[src/rtl/ahb_apb_bridge_pkg.sv]
// ahb_apb_bridge_pkg: shared state encoding, AHB constants and the APB4 byte-strobe helper.
package ahb_apb_bridge_pkg;
    typedef enum logic [2:0] {IDLE, SETUP, ACCESS, DONE, ERR1, ERR2} state_e;
    localparam logic [1:0] HTRANS_IDLE   = 2'b00;
    localparam logic [1:0] HTRANS_BUSY   = 2'b01;
    localparam logic [1:0] HTRANS_NONSEQ = 2'b10;
    localparam logic [1:0] HTRANS_SEQ    = 2'b11;
    localparam logic HRESP_OKAY  = 1'b0;
    localparam logic HRESP_ERROR = 1'b1;
    function automatic logic [3:0] byte_strb(input logic [2:0] size, input logic [1:0] addr);
        return size == 3'd0 ? 4'b0001 << addr : size == 3'd1 ? (addr[1] ? 4'b1100 : 4'b0011) : 4'b1111;
    endfunction
endpackage

[src/rtl/ahb_apb_bridge_mc_timeout.sv]
// apb_timeout_cnt: counts ACCESS cycles and flags the last one allowed; constant 0 when TIMEOUT_CYCLES=0.
module apb_timeout_cnt #(
    parameter int TIMEOUT_CYCLES = 256
) (
    input  logic clk,
    input  logic rst,
    input  logic clr,
    input  logic en,
    output logic expired
);
    if (TIMEOUT_CYCLES == 0) begin : g_off
        logic unused_in;
        assign unused_in = &{1'b0, clk, rst, clr, en};
        assign expired = 1'b0;
    end else begin : g_on
        localparam int W = $clog2(TIMEOUT_CYCLES + 1);
        logic [W-1:0] cnt_q, cnt_d;
        always_comb cnt_d = clr ? '0 : en ? cnt_q + 1'b1 : cnt_q;
        always_ff @(posedge clk) cnt_q <= rst ? '0 : cnt_d;
        assign expired = en && cnt_q == W'(TIMEOUT_CYCLES - 1);
    end
endmodule

[src/rtl/ahb_apb_bridge_mc.sv]
// ahb_apb_bridge_mc: AHB-Lite slave to APB3 master bridge, all outputs registered.
// Define AHB_APB_BRIDGE_APB4_EN to add the APB4 PPROT/PSTRB outputs.
module ahb_apb_bridge_mc
    import ahb_apb_bridge_pkg::*;
#(
    parameter int ADDR_WIDTH     = 32,
    parameter int DATA_WIDTH     = 32,
    parameter int NUM_SLAVES     = 16,
    parameter int SLOT_BITS      = 24,
    parameter int TIMEOUT_CYCLES = 256
) (
    input  logic                  HCLK,
    input  logic                  HRESET,
    input  logic                  HSEL,
    input  logic [ADDR_WIDTH-1:0] HADDR,
    input  logic [1:0]            HTRANS,
    input  logic                  HWRITE,
    input  logic [2:0]            HSIZE,
    input  logic [3:0]            HPROT,
    input  logic [DATA_WIDTH-1:0] HWDATA,
    input  logic                  HREADYIN,
    output logic                  HREADYOUT,
    output logic                  HRESP,
    output logic [DATA_WIDTH-1:0] HRDATA,
    output logic [NUM_SLAVES-1:0] PSEL,
    output logic [ADDR_WIDTH-1:0] PADDR,
    output logic                  PWRITE,
    output logic                  PENABLE,
    output logic [DATA_WIDTH-1:0] PWDATA,
    input  logic [DATA_WIDTH-1:0] PRDATA,
    input  logic                  PREADY,
    input  logic                  PSLVERR
`ifdef AHB_APB_BRIDGE_APB4_EN
    ,
    output logic [2:0]              PPROT,
    output logic [DATA_WIDTH/8-1:0] PSTRB
`endif
);
    state_e                state_q, state_d;
    logic                  hreadyout_q, hreadyout_d, hresp_q, hresp_d;
    logic                  pwrite_q, pwrite_d, penable_q, penable_d;
    logic [DATA_WIDTH-1:0] hrdata_q, hrdata_d, pwdata_q, pwdata_d;
    logic [ADDR_WIDTH-1:0] paddr_q, paddr_d;
    logic [NUM_SLAVES-1:0] psel_q, psel_d;
    logic [3:0]            slot;
    logic                  accept, slot_ok, expired, unused_in;
`ifdef AHB_APB_BRIDGE_APB4_EN
    logic [2:0]              pprot_q, pprot_d;
    logic [DATA_WIDTH/8-1:0] pstrb_q, pstrb_d;
    assign unused_in = HTRANS[0];
`else
    assign unused_in = &{1'b0, HTRANS[0], HSIZE, HPROT};
`endif
    assign slot    = HADDR[SLOT_BITS+3:SLOT_BITS];
    assign slot_ok = {1'b0, slot} < 5'(NUM_SLAVES);
    assign accept  = HSEL && HREADYIN && HTRANS[1];
    apb_timeout_cnt #(.TIMEOUT_CYCLES(TIMEOUT_CYCLES)) u_tmo (
        .clk     (HCLK),
        .rst     (HRESET),
        .clr     (state_q != ACCESS),
        .en      (state_q == ACCESS),
        .expired (expired)
    );
    always_comb begin
        state_d     = state_q;
        hreadyout_d = hreadyout_q;
        hresp_d     = hresp_q;
        hrdata_d    = hrdata_q;
        psel_d      = psel_q;
        penable_d   = penable_q;
        paddr_d     = paddr_q;
        pwrite_d    = pwrite_q;
        pwdata_d    = pwdata_q;
`ifdef AHB_APB_BRIDGE_APB4_EN
        pprot_d     = pprot_q;
        pstrb_d     = pstrb_q;
`endif
        case (state_q)
            IDLE, DONE, ERR2: begin
                if (accept) begin
                    paddr_d     = HADDR;
                    pwrite_d    = HWRITE;
                    hreadyout_d = 1'b0;
                    state_d     = slot_ok ? SETUP : ERR1;
                    hresp_d     = slot_ok ? HRESP_OKAY : HRESP_ERROR;
                    psel_d      = slot_ok ? NUM_SLAVES'(1) << slot : '0;
`ifdef AHB_APB_BRIDGE_APB4_EN
                    pprot_d     = slot_ok ? {~HPROT[0], 1'b0, HPROT[1]} : pprot_q;
                    pstrb_d     = slot_ok ? (HWRITE ? byte_strb(HSIZE, HADDR[1:0]) : '1) : pstrb_q;
`endif
                end else begin
                    state_d     = IDLE;
                    hreadyout_d = 1'b1;
                    hresp_d     = HRESP_OKAY;
`ifdef AHB_APB_BRIDGE_APB4_EN
                    pprot_d     = '0;
                    pstrb_d     = '0;
`endif
                end
            end
            SETUP: begin
                pwdata_d  = HWDATA;
                penable_d = 1'b1;
                state_d   = ACCESS;
            end
            ACCESS: begin
                // PSLVERR only counts on the PREADY cycle; a timeout ends the access as an error
                if (PREADY || expired) begin
                    psel_d    = '0;
                    penable_d = 1'b0;
                    if (PREADY && !PSLVERR) begin
                        state_d     = DONE;
                        hreadyout_d = 1'b1;
                        hrdata_d    = pwrite_q ? hrdata_q : PRDATA;
                    end else begin
                        state_d = ERR1;
                        hresp_d = HRESP_ERROR;
                    end
                end
            end
            ERR1: begin
                state_d     = ERR2;
                hreadyout_d = 1'b1;
            end
            default: state_d = IDLE;
        endcase
    end
    always_ff @(posedge HCLK) begin
        if (HRESET) begin
            state_q     <= IDLE;
            hreadyout_q <= 1'b1;
            hresp_q     <= HRESP_OKAY;
            hrdata_q    <= '0;
            psel_q      <= '0;
            penable_q   <= 1'b0;
            paddr_q     <= '0;
            pwrite_q    <= 1'b0;
            pwdata_q    <= '0;
`ifdef AHB_APB_BRIDGE_APB4_EN
            pprot_q     <= '0;
            pstrb_q     <= '0;
`endif
        end else begin
            state_q     <= state_d;
            hreadyout_q <= hreadyout_d;
            hresp_q     <= hresp_d;
            hrdata_q    <= hrdata_d;
            psel_q      <= psel_d;
            penable_q   <= penable_d;
            paddr_q     <= paddr_d;
            pwrite_q    <= pwrite_d;
            pwdata_q    <= pwdata_d;
`ifdef AHB_APB_BRIDGE_APB4_EN
            pprot_q     <= pprot_d;
            pstrb_q     <= pstrb_d;
`endif
        end
    end
    assign HREADYOUT = hreadyout_q;
    assign HRESP     = hresp_q;
    assign HRDATA    = hrdata_q;
    assign PSEL      = psel_q;
    assign PENABLE   = penable_q;
    assign PADDR     = paddr_q;
    assign PWRITE    = pwrite_q;
    assign PWDATA    = pwdata_q;
`ifdef AHB_APB_BRIDGE_APB4_EN
    assign PPROT     = pprot_q;
    assign PSTRB     = pstrb_q;
`endif
endmodule

[config.mk]
export PLATFORM = sky130hd
export DESIGN_NAME = ahb_apb_bridge_mc
export DESIGN_NICKNAME = d
export VERILOG_FILES = /design/src/rtl/ahb_apb_bridge_pkg.sv /design/src/rtl/ahb_apb_bridge_mc_timeout.sv /design/src/rtl/ahb_apb_bridge_mc.sv
export SDC_FILE = /design/constraint.sdc
export NUM_CORES = 1
export LEC_CHECK = 0
export CAP_MARGIN = 15
export CELL_PAD_IN_SITES_DETAIL_PLACEMENT = 0
export CELL_PAD_IN_SITES_GLOBAL_PLACEMENT = 1
export CORE_MARGIN = 5
export CORE_UTILIZATION = 24
export DETAILED_ROUTE_END_ITERATION = 10
export PLACE_DENSITY = 0.73
export RECOVER_POWER = 25
export SLEW_MARGIN = 0
export SYNTH_ARGS = -nofsm -noshare
export SYNTH_HDL_FRONTEND = slang
export SYNTH_SLANG_ARGS = --single-unit
[constraint.sdc]
create_clock -name HCLK -period 2.6 [get_ports HCLK]
set_clock_uncertainty 0.1 [all_clocks]
set_input_delay 0.78 -clock HCLK [delete_from_list [all_inputs] [get_ports HCLK]]
set_output_delay 0.78 -clock HCLK [all_outputs]
set_load 0.005 [all_outputs]
Word level (Yosys, flattened, before mapping):

Cells that the tools add are included.

* bits in registers: 128
* input bits: 112
* output and inout bits: 116
* logic and storage cells: 58

* $add $sub $neg: 1
* equal/unequal tests: 11
* shifts and indexed selects: 1
* muxes and demuxes: 16
* bitwise logic cells: 1
* reduce and logical (&&, ||, !) cells: 18

Operator list (number)
* 2-to-1 mux 16 bit: 2
* one-hot mux 16 bit (2 select lines): 1
* << shifter 1 x 4 -> 16 bit (first input constant): 1
* one-hot mux 3 bit (4 select lines): 1
* adder 9 x 1 -> 9 bit (second input constant): 1
* == test 9 x 8 -> 1 bit (second input constant): 1
* AND reduction 3 bit: 3
* inequality test 2 bit (second input constant): 4
* 2-to-1 mux 1 bit: 7
* == test 3 x 2 -> 1 bit (second input constant): 2
* == test 3 bit (second input constant): 2
* 2-to-1 mux 3 bit: 2
* logical AND 1 bit: 4
* one-hot mux 1 bit (2 select lines): 2
* AND reduction 2 bit: 2
* AND reduction 4 bit: 1
* nonzero test 2 bit: 2
* == test 3 x 1 -> 1 bit (second input constant): 1
* zero test 3 bit: 1
* inequality test 3 x 2 -> 1 bit (second input constant): 1
* one-hot mux 1 bit (3 select lines): 1
* nonzero test 3 bit: 1
* OR reduction 3 bit: 1
* OR reduction 2 bit: 1
* 3 further kinds: 3

Depth between registers and ports, before layout:

* word-level depth: 5
* depth in mapped cells: 9

By module:

A second synthesis with hierarchy kept.

* cells, all modules: 582
* area total of the unflattened synthesis: 5069.9 sq um

Modules (own cells, without submodules)
* ahb_apb_bridge_mc: instances 1, cells each 536, area each 4660.7 sq um, seq. area each 2382.3 sq um
* apb_timeout_cnt: instances 1, cells each 46, area each 409.1 sq um, seq. area each 180.2 sq um

Worst setup path after synthesis:

No wires, ideal clock.

* path type: register to register
* from: reg u_tmo.g_on.cnt_q[0]
* to: reg psel_q[10] (netlist: PSEL[10])
* data arrival time: 1722 ps
* required time: 2428 ps
* slack: 706 ps
* cell stages (with the launch flop): 10
* buffers on the path: 1
* path through: dfxtp_1 > ha_1 > nand4_1 > nor2_1 > ha_1 > nor2_1 > nand3_1 > nand4_4 > buf_4 > mux2i_1

* word-level cells in the longest chain between the ends: 5

RTL lines
* start, declared: line ahb_apb_bridge_mc_timeout.sv:17 `logic [W-1:0] cnt_q, cnt_d;`
* start signal, assigned: line ahb_apb_bridge_mc_timeout.sv:19 `always_ff @(posedge clk) cnt_q <= rst ? '0 : cnt_d;`
* == test 9 x 8 -> 1 bit: line ahb_apb_bridge_mc_timeout.sv:20 `assign expired = en && cnt_q == W'(TIMEOUT_CYCLES - 1);`
* logical AND 1 bit: line ahb_apb_bridge_mc_timeout.sv:20
* logical OR 1 bit: line ahb_apb_bridge_mc.sv:108 `if (PREADY || expired) begin`
* inequality test 2 bit (no source line)
* AND reduction 3 bit (no source line)
* end signal, assigned: line ahb_apb_bridge_mc.sv:148 `psel_q <= psel_d;`
* end, declared: line ahb_apb_bridge_mc.sv:44 `logic [NUM_SLAVES-1:0] psel_q, psel_d;`

Every way passes these cells.
A chain may end at the register's enable or synchronous reset.

Worst setup path in the final report:

* from: in HTRANS[1]
* to: reg paddr_q[13] (netlist: PADDR[13])

* word-level cells in the longest chain between the ends: 2

RTL lines
* start, declared: line ahb_apb_bridge_mc.sv:16 `input logic [1:0] HTRANS,`
* logical AND 1 bit: line ahb_apb_bridge_mc.sv:56 `assign accept = HSEL && HREADYIN && HTRANS[1];`
* AND reduction 2 bit (no source line)
* end signal, assigned: line ahb_apb_bridge_mc.sv:150 `paddr_q <= paddr_d;`
* end, declared: line ahb_apb_bridge_mc.sv:43 `logic [ADDR_WIDTH-1:0] paddr_q, paddr_d;`

Every way passes these cells.

==> flow_metrics.env <==
export IMPL_post_route_min_period_ps=2350
export IMPL_min_path_cells=2
export IMPL_final_cell_mix="clkdlybuf4s50_1, nand2_1, dfxtp_1, a21oi_1, nand2b_1"
export IMPL_ys_ff_latch=128
export IMPL_fin_crit_sh=0.903
export IMPL_ir_drop_mv=0.408
export IMPL_ys_types=40
export IMPL_core_area_um2=19600
export IMPL_cts_sinks=128
export IMPL_leakage_nw=2.70
export IMPL_hold_viol=0
export IMPL_cts_setup_buffers=0
export IMPL_numCtsBuffers=17
export IMPL_area_growth_pct=62.5
export IMPL_hold_start="HRDATA[18]"
export IMPL_tightest_slew_ps=916
export IMPL_setup_tns_ps=0
export IMPL_cts_clk_slew_worst_paths_ps=60
export IMPL_holdCritPathClass="reg2reg"
export IMPL_drive_gt1_frac=0.0628
export IMPL_crit_path_end_kind="flip-flop"
export IMPL_min_to="HRDATA[18]"
export IMPL_dp_hpwl_mm=10.7
export IMPL_critPathTopFamily="buffers and inverters"
export IMPL_vias=4531
export IMPL_io_pins=228
export IMPL_overflow=0
export IMPL_drtIter0Drc=134
export IMPL_r2r_slack_ps=440
export IMPL_final_max_slew_viol_count=0
export IMPL_dieArea_um2=23000
export IMPL_reg2reg_depth=5
export IMPL_die_y_um=152
export IMPL_first_pass_iters=4
export IMPL_worstPathArrival_ps=2590
export IMPL_wl_per_cell_um=14.3
export IMPL_finalNetCount=914
export IMPL_clk_insertion_delay_late_ps=410
export IMPL_syn_num_nets=699
export IMPL_detail_route_antenna_nets=0
export IMPL_port_buffers=219
export IMPL_wl_mm=15.4
export IMPL_synthCells=585
export IMPL_grtUsageTotal=0.131
export IMPL_critical_path_max_stage_delay_ps=570
export IMPL_yosysWarnings=0
export IMPL_max_slew_margin_rel=0.388
export IMPL_critPathBufInv=2
export IMPL_layout_cells_most_common="clkdlybuf4s50_1"
export IMPL_die_x_um=152
export IMPL_gp_congestion=0.722
export IMPL_timing_rr_end="PADDR[13]"
export IMPL_fin_area_um2=7830
export IMPL_grt_max_degree=68
export IMPL_grt_pass1_vias=4506
export IMPL_max_freq_mhz=426
export IMPL_rsz0062_at_grt="no"
export IMPL_ys_seq_area_frac=0.532
export IMPL_synth_flop_cell="dfxtp_1"
export IMPL_slowest_stage="clkbuf_1"
export IMPL_drc_errors=0
export IMPL_h_tree_depth=4
export IMPL_power_per_cell_area_nw_per_um2=587
export IMPL_r2r_start="state_q[2]"
export IMPL_initial_core_util=0.246
export IMPL_antenna_found_initial=0
export IMPL_post_cts_resized=0
export IMPL_cts_tree="done"
export IMPL_synth_edf_count=0
export IMPL_outcome="finished clean"
export IMPL_cts_root_buffer="clkbuf_16"
export IMPL_vias_per_cell=4.21
export IMPL_grt_pass1_wl_mm=23.5
export IMPL_crit_chain="dlygate4sd3_1 > and3_1 > o211a_1 > clkbuf_1 > nand2_1 > a21oi_1"
export IMPL_clock_path_buffers=2
export IMPL_ctsHoldBuffers=0
export IMPL_cp_max_fo=15
export IMPL_n_fill_cell=2085
export IMPL_insertedDiodeCount=0
export IMPL_setup_viol=0
export IMPL_syn_area_um2=4810
export IMPL_required_ps=2840
export IMPL_startpoint="HTRANS[1]"
export IMPL_placed_area_um2=7320
export IMPL_start_kind="primary input"
export IMPL_avgSynthCellArea_um2=8.23
export IMPL_synthArstFlopShare=0
export IMPL_fp_row_count=51
export IMPL_max_cap_violations=0
export IMPL_criticalPathCategory="in2reg"
[through the flow]
| step | std cells | power (mW) | util | hold slack [ps] | worst slack, ps |
|---|---|---|---|---|---|
| 2_1_floorplan | 585 | 2.24 | - | 326 | 706 |
| 3_3_place_gp | 1046 | 2.55 | 0.374 | 341 | 200 |
| 3_5_place_dp | 1046 | 2.55 | 0.374 | 346 | 180 |
| 4_1_cts | 1077 | 4.70 | 0.400 | 354 | 275 |
| 5_1_grt | 1077 | 4.79 | 0.399 | 366 | 138 |
| 6_report | 1077 | 4.59 | 0.399 | 351 | 253 |
[flip-flops by register name, indices dropped and copies added, names as in the netlist]
| name | cells |
|---|---|
| HRDATA | 32 |
| PADDR | 32 |
| PWDATA | 32 |
| PSEL | 16 |
| u_tmo.g_on.cnt_q | 9 |
| state_q | 3 |
| HREADYOUT | 1 |
| HRESP | 1 |
| PENABLE | 1 |
| PWRITE | 1 |
[Yosys cell counts (2+ instances only)]
cell type | count | area share
inv_1 | 4 | 0.0031
mux2i_1 | 16 | 0.033
a21oi_1 | 101 | 0.10
nand4_1 | 2 | 0.0026
nand2_1 | 210 | 0.16
clkbuf_1 | 18 | 0.014
nand3_1 | 9 | 0.0094
xor2_1 | 4 | 0.0073
nor2_1 | 13 | 0.010
nor4b_1 | 2 | 0.0036
o21ai_0 | 4 | 0.0042
buf_2 | 13 | 0.014
or2_2 | 2 | 0.0026
buf_4 | 2 | 0.0031
a211oi_1 | 2 | 0.0031
buf_1 | 3 | 0.0023
dfxtp_1 | 128 | 0.53
xnor2_1 | 3 | 0.0055
buf_6 | 3 | 0.0070
ha_1 | 2 | 0.0052
nand2b_1 | 23 | 0.030
nor2b_1 | 3 | 0.0039
[routing by layer]
layer  wire [um]  global-route usage
met1        6470               0.149
met2        7200               0.221
met3        1540              0.0562
met4         193              0.0400
met5           0                   0
[worst register-to-register path, cell delays in order (launching register included)]
cell      delay (ps)
dfxtp_1          540
xor2_1           360
o211a_1          250
clkbuf_1         570
nand2_1          150
a21oi_1          140
[worst max path at each step]
stage / to / slack, ps / depth (start not counted)
floorplan: PSEL[10] / 710 / 9
global route: PADDR[19] / 140 / 6
global placement: HRDATA[4] / 200 / 6
CTS: PWRITE / 270 / 1
finish: PADDR[13] / 250 / 6
detailed placement: HRDATA[11] / 180 / 6
[cell families (layout without fill, tap and decap cells)]
logic type | Yosys count | count (layout) | synth area share
simple gates | 273 | 273 | 0.244
flops | 128 | 128 | 0.532
compound gates | 115 | 115 | 0.127
buf+inv | 43 | 270 | 0.0431
mux | 17 | 17 | 0.0356
xor+xnor | 7 | 7 | 0.0127
fa+ha+maj | 2 | 2 | 0.00520
[layout make-up]
cell class / instances / area [um2] / share of cell area
Multi-Input combinational cell: 414 / 2050 / 0.262
Clock inverter: 10 / 66.3 / 0.00847
Clock buffer: 21 / 450 / 0.0576
Tap cell: 265 / 332 / 0.0424
Sequential cell: 128 / 2560 / 0.327
Inverter: 4 / 15.0 / 0.00192
Timing Repair Buffer: 235 / 2350 / 0.300
[power by group]
part	internal (mW)	leakage, nW	total, mW	switching, mW
logic	0.278	1.42	0.463	0.185
registers	2.01	1.03	2.03	0.0248
clock network	1.23	0.252	2.10	0.866
(Power assumes the default switching activity.)
